`config.mk`:
```
export PLATFORM = sky130hd
export DESIGN_NAME = frame_splitter_flat
export DESIGN_NICKNAME = d
export VERILOG_FILES = /design/src/rtl/frame_pkg.sv /design/src/rtl/frame_splitter_if.sv /design/src/rtl/seq_checker.sv /design/src/rtl/frame_splitter.sv /design/src/flat_wrapper.sv
export SDC_FILE = /design/constraint.sdc
export NUM_CORES = 1
export LEC_CHECK = 0
export ABC_AREA = 1
export CORE_AREA = 2 2 187 189
export CTS_BUF_LIST = sky130_fd_sc_hd__clkbuf_2 sky130_fd_sc_hd__clkbuf_4 sky130_fd_sc_hd__clkbuf_8
export DETAILED_ROUTE_END_ITERATION = 7
export DIE_AREA = 0 0 189 191
export GPL_ROUTABILITY_DRIVEN = 1
export PLACE_DENSITY = 0.57
export SLEW_MARGIN = 20
export SYNTH_ARGS = -nofsm -noshare
export SYNTH_HDL_FRONTEND = slang
export SYNTH_HIERARCHICAL = 1
export SYNTH_SLANG_ARGS = --single-unit
```
`constraint.sdc`:
```
create_clock -name clk -period 5.6 [get_ports clk]
set_clock_uncertainty 0.1 [all_clocks]
set_input_delay 1.68 -clock clk [delete_from_list [all_inputs] [get_ports clk]]
set_output_delay 1.68 -clock clk [all_outputs]
set_load 0.005 [all_outputs]
```
`src/rtl/frame_pkg.sv`:
```
// Shared types and default parameters for the frame splitter slice.
package frame_pkg;

   localparam int DW_DEF       = 128;
   localparam int META_LEN_DEF = 2;
   localparam int CW_DEF       = 32;
   localparam int ERR_CNT_W    = 16;

   typedef enum logic [1:0] {
      S_DATA,
      S_META,
      S_CNT
   } state_t;

   // A configured length of zero still produces one data beat per frame.
   function automatic logic [31:0] beats_eff(input logic [31:0] n);
      return (n == 32'd0) ? 32'd1 : n;
   endfunction

endpackage

```
`src/rtl/frame_splitter_if.sv`:
```
// Framed input stream plus the split payload and metadata streams.
interface frame_splitter_if import frame_pkg::*; #(
   parameter int DW = DW_DEF
) ();

   logic [DW-1:0] in_tdata;
   logic          in_tvalid;
   logic          in_tready;

   logic [DW-1:0] data_tdata;
   logic          data_tvalid;
   logic          data_tready;
   logic          data_tlast;

   logic [DW-1:0] meta_tdata;
   logic          meta_tvalid;
   logic          meta_tready;
   logic          meta_tlast;

   // Environment side: drives the framed stream and the sink readies.
   modport master (
      output in_tdata, in_tvalid, data_tready, meta_tready,
      input  in_tready, data_tdata, data_tvalid, data_tlast,
             meta_tdata, meta_tvalid, meta_tlast
   );

   // Splitter side.
   modport slave (
      input  in_tdata, in_tvalid, data_tready, meta_tready,
      output in_tready, data_tdata, data_tvalid, data_tlast,
             meta_tdata, meta_tvalid, meta_tlast
   );

endinterface

```
`src/rtl/seq_checker.sv`:
```
// Frame-counter continuity checker with a saturating discontinuity count.
module seq_checker import frame_pkg::*; #(
   parameter int CW = CW_DEF
) (
   input  logic                 clk,
   input  logic                 resetn,
   input  logic [CW-1:0]        cnt_in,
   input  logic                 cnt_strobe,
   output logic                 seq_err,
   output logic [ERR_CNT_W-1:0] err_count
);

   logic          has_prev;
   logic [CW-1:0] prev_cnt;
   logic [CW-1:0] next_exp;

   // Wraps naturally: all-ones followed by zero is continuous.
   assign next_exp = prev_cnt + 1'b1;

   // NOTE: sequential state uses non-blocking assignments so every register
   // samples the pre-edge values regardless of statement order.
   always_ff @(posedge clk) begin
      if (!resetn) begin
         has_prev  <= 1'b0;
         prev_cnt  <= '0;
         seq_err   <= 1'b0;
         err_count <= '0;
      end else begin
         seq_err <= 1'b0;
         if (cnt_strobe) begin
            has_prev <= 1'b1;
            prev_cnt <= cnt_in;
            if (has_prev && (cnt_in != next_exp)) begin
               seq_err <= 1'b1;
               if (err_count != '1)
                  err_count <= err_count + 1'b1;
            end
         end
      end
   end

endmodule

```
`src/rtl/frame_splitter.sv`:
```
// Splits a framed stream into payload and metadata streams and extracts the
// frame counter. Define FRAME_SPLITTER_SEQ_CHECK_EN to enable the continuity check.
module frame_splitter import frame_pkg::*; #(
   parameter int DW       = DW_DEF,
   parameter int META_LEN = META_LEN_DEF,
   parameter int CW       = CW_DEF
) (
   input  logic                 clk,
   input  logic                 resetn,
   input  logic [31:0]          data_beats,
   frame_splitter_if.slave      bus,
   output logic [CW-1:0]        frame_cnt,
   output logic                 frame_cnt_valid,
   output logic                 seq_err,
   output logic [ERR_CNT_W-1:0] err_count
);

   state_t      state, state_nxt;
   logic [31:0] beat_cnt, beat_cnt_nxt;
   logic [31:0] beats_lat;
   logic        cnt_strobe;

   // Frame length is frozen at frame start so mid-frame changes wait a frame.
   always_ff @(posedge clk) begin
      if (!resetn) begin
         state     <= S_DATA;
         beat_cnt  <= '0;
         beats_lat <= beats_eff(data_beats);
      end else begin
         state    <= state_nxt;
         beat_cnt <= beat_cnt_nxt;
         if (cnt_strobe)
            beats_lat <= beats_eff(data_beats);
      end
   end

   // NOTE: every output of this block gets a default first, so no path through
   // the case leaves a signal unassigned and no latch is inferred.
   always_comb begin
      state_nxt        = state;
      beat_cnt_nxt     = beat_cnt;
      cnt_strobe       = 1'b0;
      bus.in_tready    = 1'b0;
      bus.data_tdata   = '0;
      bus.data_tvalid  = 1'b0;
      bus.data_tlast   = 1'b0;
      bus.meta_tdata   = '0;
      bus.meta_tvalid  = 1'b0;
      bus.meta_tlast   = 1'b0;

      if (resetn) begin
         case (state)
            S_DATA: begin
               bus.data_tdata  = bus.in_tdata;
               bus.data_tvalid = bus.in_tvalid;
               bus.data_tlast  = (beat_cnt == beats_lat - 32'd1);
               bus.in_tready   = bus.data_tready;
               if (bus.in_tvalid && bus.data_tready) begin
                  if (bus.data_tlast) begin
                     beat_cnt_nxt = '0;
                     state_nxt    = S_META;
                  end else begin
                     beat_cnt_nxt = beat_cnt + 32'd1;
                  end
               end
            end
            S_META: begin
               bus.meta_tdata  = bus.in_tdata;
               bus.meta_tvalid = bus.in_tvalid;
               bus.meta_tlast  = (beat_cnt == 32'(META_LEN - 1));
               bus.in_tready   = bus.meta_tready;
               if (bus.in_tvalid && bus.meta_tready) begin
                  if (bus.meta_tlast) begin
                     beat_cnt_nxt = '0;
                     state_nxt    = S_CNT;
                  end else begin
                     beat_cnt_nxt = beat_cnt + 32'd1;
                  end
               end
            end
            S_CNT: begin
               bus.in_tready = 1'b1;
               if (bus.in_tvalid) begin
                  cnt_strobe = 1'b1;
                  state_nxt  = S_DATA;
               end
            end
            default: state_nxt = S_DATA;
         endcase
      end
   end

   always_ff @(posedge clk) begin
      if (!resetn) begin
         frame_cnt       <= '0;
         frame_cnt_valid <= 1'b0;
      end else begin
         frame_cnt_valid <= cnt_strobe;
         if (cnt_strobe)
            frame_cnt <= bus.in_tdata[CW-1:0];
      end
   end

`ifdef FRAME_SPLITTER_SEQ_CHECK_EN
   seq_checker #(.CW(CW)) u_seq_checker (
      .clk        (clk),
      .resetn     (resetn),
      .cnt_in     (bus.in_tdata[CW-1:0]),
      .cnt_strobe (cnt_strobe),
      .seq_err    (seq_err),
      .err_count  (err_count)
   );
`else
   assign seq_err   = 1'b0;
   assign err_count = '0;
`endif

endmodule

```
`src/flat_wrapper.sv`:
```
// flat-port wrapper written by rule: the top's interface ports become plain ports
module frame_splitter_flat import frame_pkg::*;
#(
   parameter int DW       = DW_DEF,
   parameter int META_LEN = META_LEN_DEF,
   parameter int CW       = CW_DEF
)
  (clk, resetn, data_beats, frame_cnt, frame_cnt_valid, seq_err, err_count, bus_in_tdata, bus_in_tvalid, bus_data_tready, bus_meta_tready, bus_in_tready, bus_data_tdata, bus_data_tvalid, bus_data_tlast, bus_meta_tdata, bus_meta_tvalid, bus_meta_tlast);
  frame_splitter_if #(.DW(DW)) bus_i ();
  input  logic clk;
  input  logic resetn;
  input  logic [31:0] data_beats;
  output logic [CW-1:0] frame_cnt;
  output logic frame_cnt_valid;
  output logic seq_err;
  output logic [ERR_CNT_W-1:0] err_count;
  input wire logic [$bits(bus_i.in_tdata)-1:0] bus_in_tdata;
  input wire logic [$bits(bus_i.in_tvalid)-1:0] bus_in_tvalid;
  input wire logic [$bits(bus_i.data_tready)-1:0] bus_data_tready;
  input wire logic [$bits(bus_i.meta_tready)-1:0] bus_meta_tready;
  output wire logic [$bits(bus_i.in_tready)-1:0] bus_in_tready;
  output wire logic [$bits(bus_i.data_tdata)-1:0] bus_data_tdata;
  output wire logic [$bits(bus_i.data_tvalid)-1:0] bus_data_tvalid;
  output wire logic [$bits(bus_i.data_tlast)-1:0] bus_data_tlast;
  output wire logic [$bits(bus_i.meta_tdata)-1:0] bus_meta_tdata;
  output wire logic [$bits(bus_i.meta_tvalid)-1:0] bus_meta_tvalid;
  output wire logic [$bits(bus_i.meta_tlast)-1:0] bus_meta_tlast;
  assign bus_i.in_tdata = bus_in_tdata;
  assign bus_i.in_tvalid = bus_in_tvalid;
  assign bus_i.data_tready = bus_data_tready;
  assign bus_i.meta_tready = bus_meta_tready;
  assign bus_in_tready = bus_i.in_tready;
  assign bus_data_tdata = bus_i.data_tdata;
  assign bus_data_tvalid = bus_i.data_tvalid;
  assign bus_data_tlast = bus_i.data_tlast;
  assign bus_meta_tdata = bus_i.meta_tdata;
  assign bus_meta_tvalid = bus_i.meta_tvalid;
  assign bus_meta_tlast = bus_i.meta_tlast;
  frame_splitter #(.DW(DW), .META_LEN(META_LEN), .CW(CW)) u_core (.clk(clk), .resetn(resetn), .data_beats(data_beats), .bus(bus_i), .frame_cnt(frame_cnt), .frame_cnt_valid(frame_cnt_valid), .seq_err(seq_err), .err_count(err_count));
endmodule
```
# Word level (Yosys, flattened, before mapping)
# Index checks and enable logic that the tools add are counted.
[word_totals]
ff_bits = 99
word_cells = 55
inputBits = 165
[classes]
n_eq_ne = 10
add_sub_neg = 2
mux = 31
n_reduce_logical = 7
[ops]
columns = ["operator", "n"]
rows = [
  ["128-bit two-way mux", 4],
  ["32-bit two-way mux", 7],
  ["32-bit one-hot mux with 2 select lines", 1],
  ["32-bit by 1-bit adder with 32-bit output, second input constant", 1],
  ["32-bit by 1-bit == test with 1-bit output, second input constant", 1],
  ["32-bit == test", 1],
  ["32-bit zero test", 1],
  ["32-bit by 1-bit subtractor with 32-bit output, second input constant", 1],
  ["1-bit two-way mux", 12],
  ["2-bit two-way mux", 5],
  ["2-bit by 1-bit inequality test with 1-bit output, second input constant", 5],
  ["2-bit one-hot mux with 3 select lines", 1],
  ["5-bit AND reduction", 1],
  ["1-bit one-hot mux with 3 select lines", 1],
  ["3-bit AND reduction", 1],
  ["2-bit by 1-bit == test with 1-bit output, second input constant", 1],
  ["2-bit == test, second input constant", 1],
  ["1-bit logical AND", 2],
  ["2-bit zero test", 1],
  ["2-bit inequality test, second input constant", 1],
  ["2-bit nonzero test", 1],
]

# Longest topological paths before layout
[depth]
ltp_word = 5
ltp_mapped = 18
depth_no_buf = 18

# Least setup slack after synthesis
# No wires, ideal clock.
[synth_timing]
path_kind = "input port to output port"
from = "input resetn"
to = "output bus_data_tdata[100]"
t_required_ns = 3.820
stages = 5
setup_slack_ns = 1.220
arrival_time_ns = 2.600
n_path_buf = 3
path_cell_list = "clkbuf_1 > nand2_1 > clkbuf_1 > clkbuf_1 > nor2_1"
[synth_via]
elab_chain_len = 1
[synth_rtl]
columns = ["item", "line_no", "rtl"]
rows = [
  ["from (decl)", "flat_wrapper.sv:11", "input logic resetn;"],
  ["128-bit two-way mux", "frame_splitter.sv:51", "if (resetn) begin"],
  ["to (decl)", "flat_wrapper.sv:22", "output wire logic [$bits(bus_i.data_tdata)-1:0] bus_data_tdata;"],
]
# Every way passes these cells.

# Worst setup path in the final report
[layout_timing]
from = "register u_core.beats_lat[0]"
to = "output bus_data_tlast"
[layout_via]
elab_chain_len = 4
[layout_rtl]
columns = ["item", "line_no", "rtl"]
rows = [
  ["from (decl)", "frame_splitter.sv:20", "logic [31:0] beats_lat;"],
  ["from (signal assigned)", "frame_splitter.sv:28", "beats_lat <= beats_eff(data_beats);"],
  ["from (signal assigned)", "frame_splitter.sv:33", "beats_lat <= beats_eff(data_beats);"],
  ["32-bit by 1-bit subtractor with 32-bit output", "frame_splitter.sv:56", "bus.data_tlast = (beat_cnt == beats_lat - 32'd1);"],
  ["32-bit == test", "frame_splitter.sv:56", ""],
  ["1-bit two-way mux", "frame_splitter.sv:52", "case (state)"],
  ["1-bit two-way mux", "frame_splitter.sv:51", ""],
  ["to (decl)", "flat_wrapper.sv:24", "output wire logic [$bits(bus_i.data_tlast)-1:0] bus_data_tlast;"],
]
# Every way passes these cells.

==> impl_metrics.tcl <==
set metrics [dict create \
    status "completed" \
    fin_nets 1859 \
    chipWidth_um 189 \
    rows 68 \
    synth_seq_cells 99 \
    path_class "flip-flop to output pin" \
    maxSlewViolCount 0 \
    cts_buffers 9 \
    postCtsSetupBuffers 0 \
    hpwlAfterDp_mm 40.4 \
    startpoint_type "flip-flop" \
    yosysSeqAreaShare_pct 29.3 \
    grt_overflow 0 \
    io_buffers 458 \
    reg2reg_depth 13 \
    layout-drive-gt1-share_pct 5.96 \
    setup_ws_ns 0.237 \
    ctsHoldBuffers 0 \
    synthTopCellsByCount "358 x nor2_1, 201 x inv_1, 191 x nand2_1" \
    finalCriticalPeriod_ns 5.36 \
    r2r-end "u_core/beat_cnt[12]$_SDFFE_PN0P_" \
    clk_pin_slew_ns 0.11 \
    syn_inst 1299 \
    cp_max_fo 5 \
    grt_max_degree 68 \
    antenna_left 0 \
    drv_cap 0 \
    stdcell_count 2151 \
    setup_viol 0 \
    grt_setup_unrepaired "false" \
    setup_tns_ns 0 \
    yosysWarnings 6 \
    yosys.area.top_type "nor2_1" \
    final_core_util_pct 38.2 \
    end_kind "output pin" \
    cp.required_ns 3.82 \
    synth-edff-count 32 \
    syn_area_per_cell_um2 6.05 \
    r2r-start "u_core/beats_lat[0]$_SDFFCE_PN1P_" \
    cp.arrival_ns 3.58 \
    first_pass_iters 5 \
    cts_root_buffer "clkbuf_8" \
    vias_per_cell 4.48 \
    p_leak_nw 5.35 \
    htreeDepth 3 \
    diodes 0 \
    fmax_ghz 0.186 \
    ys_types 44 \
    reg2reg_setup_slack_ns 2.37 \
    grtUsageTotal_pct 24.9 \
    cts_resized 0 \
    synthTopCellsByArea "nor2_1 17%, dfxtp_1 17%, edfxtp_1 12%, inv_1 9.6%, nand2_1 9.1%" \
    hold_viol 0 \
    synth_top_area_share_pct 17.1 \
    area_growth_pct 65.7 \
    async_flop_share_pct 0 \
    pre_cts_slack_ns 0.497 \
    start_util_pct 23.0 \
    worstHoldPathType "flip-flop to flip-flop" \
    fin_crit_sh_pct 95.8 \
    cts_tree "done" \
    place.gp.congestion 0.891 \
    grt_pass1_wl_mm 64.2 \
    clk_latency_ns 0.40 \
    die_area_um2 36100 \
    vias 9630 \
    io_pins 476 \
    first_iter_violations 688 \
    dp_cells 2135 \
    grt_antenna_before_repair 0 \
    powerDensity_nw_per_um2 135 \
    wire_per_inst_um 21.9 \
    cp-endpoint "bus_data_tlast" \
    startpoint "u_core/beats_lat[0]$_SDFFCE_PN1P_" \
    maxSlewHeadroom_pct 41.8 \
    synth.most_common_cell "nor2_1" \
    coreArea_um2 34100 \
    peakVddDrop_mv 0.0869 \
    synth_flop_cell "dfxtp_1" \
    tightest_slew_ns 0.873 \
    netlist_area_um2 7860 \
    cts_buffer_depth 2 \
    wirelength_mm 47.2 \
    grt_pass1_vias 9137 \
    whs_ns 0.396 \
    cts.sinks 99 \
    die_h_um 191 \
    drc_errors 0 \
]
==> how the worst min path moves through the flow <==
stage          cells past startpoint                                 to  slack, ns                              start
3_5_place_dp                       2   u_core/frame_cnt[5]$_SDFFE_PN0P_       0.37   u_core/frame_cnt[5]$_SDFFE_PN0P_
3_3_place_gp                       2  u_core/frame_cnt[14]$_SDFFE_PN0P_       0.37  u_core/frame_cnt[14]$_SDFFE_PN0P_
5_1_grt                            2  u_core/frame_cnt[10]$_SDFFE_PN0P_       0.42  u_core/frame_cnt[10]$_SDFFE_PN0P_
6_report                           2   u_core/frame_cnt[5]$_SDFFE_PN0P_       0.40   u_core/frame_cnt[5]$_SDFFE_PN0P_
2_1_floorplan                      2   u_core/frame_cnt[0]$_SDFFE_PN0P_       0.38   u_core/frame_cnt[0]$_SDFFE_PN0P_
4_1_cts                            2   u_core/frame_cnt[5]$_SDFFE_PN0P_       0.40   u_core/frame_cnt[5]$_SDFFE_PN0P_
==> cell families after synthesis <==
logic type | after synthesis | share of synthesized area [%]
buf+inv | 310 | 16.0
flops | 99 | 29.3
fa+ha+maj | 3 | 0.478
other cells | 1 | 0.0477
compound gates | 94 | 6.59
simple gates | 743 | 42.1
xor+xnor | 49 | 5.46
==> placed cells by master (no fill, tap or decap), types with 3 or more instances in the layout <==
cell type,Yosys,layout
nand2_4,2,3
ha_1,3,3
edfxtp_1,32,32
a21oi_1,34,33
dfxtp_1,67,67
xor2_1,35,35
nand4_1,31,31
nand2_1,191,190
nor2_4,7,7
conb_1,1,17
nand3_1,64,64
o21ai_0,44,44
inv_1,201,200
nand3b_1,13,13
buf_12,0,17
nand3_2,10,10
clkdlybuf4s50_1,0,434
xnor2_1,14,14
buf_4,17,19
nor2_1,358,358
nor2_2,9,9
clkbuf_8,0,9
nor3_1,16,16
o21bai_1,6,6
nor4_1,23,23
nand2_2,9,9
==> state kept, by name, summed over array words and instances, names as in the netlist <==
register,count
u_core/beat_cnt,32
u_core/beats_lat,32
u_core/frame_cnt,32
u_core/frame_cnt_valid,1
u_core/state,2
==> power breakdown <==
part	total [mW]	leakage (nW)	internal (mW)	switching [mW]
clock network	0.457	0.0874	0.172	0.285
registers	0.788	0.853	0.763	0.0248
logic	0.509	4.41	0.249	0.260
==> metal layers <==
layer / global-route usage [%] / up-vias / share of wire (%)
met3: 8.10 / 44 / 8.5
met1: 29.3 / 4481 / 39
met5: 0 / - / 0
met4: 8.86 / 0 / 3.5
met2: 42.4 / 357 / 49
li1: - / 4748 / -
==> stage by stage <==
stage                     total power [mW]  area (µm²)
final                                 1.75       13000
after detailed placement              1.31       12800
after floorplan                      0.977        7920
after CTS                             1.77       13000
after global placement                1.31       12800
after global routing                  1.83       13000
==> cell type report <==
type | instances | area (µm²)
Clock inverter | 6 | 50.0
Inverter | 204 | 768
Tap cell | 455 | 569
Multi-Input combinational cell | 906 | 4370
Sequential cell | 99 | 2300
Timing Repair Buffer | 471 | 4830
Fill cell | 3632 | 21100
Clock buffer | 10 | 131
==> worst max-delay path, cell delays in order, from the launching register on <==
cell             delay, ns
edfxtp_1              0.43
inv_1                 0.17
ha_1                  0.29
nand3_2               0.17
nor2_1                0.30
nand2_2               0.15
nor2_2                0.16
nand2_1               0.08
nand2_1               0.11
nand4_1               0.10
nor3_1                0.20
nand3_1               0.12
nor3_1                0.33
clkdlybuf4s50_1       0.57
Note: power is estimated with default switching activity, not from simulation.
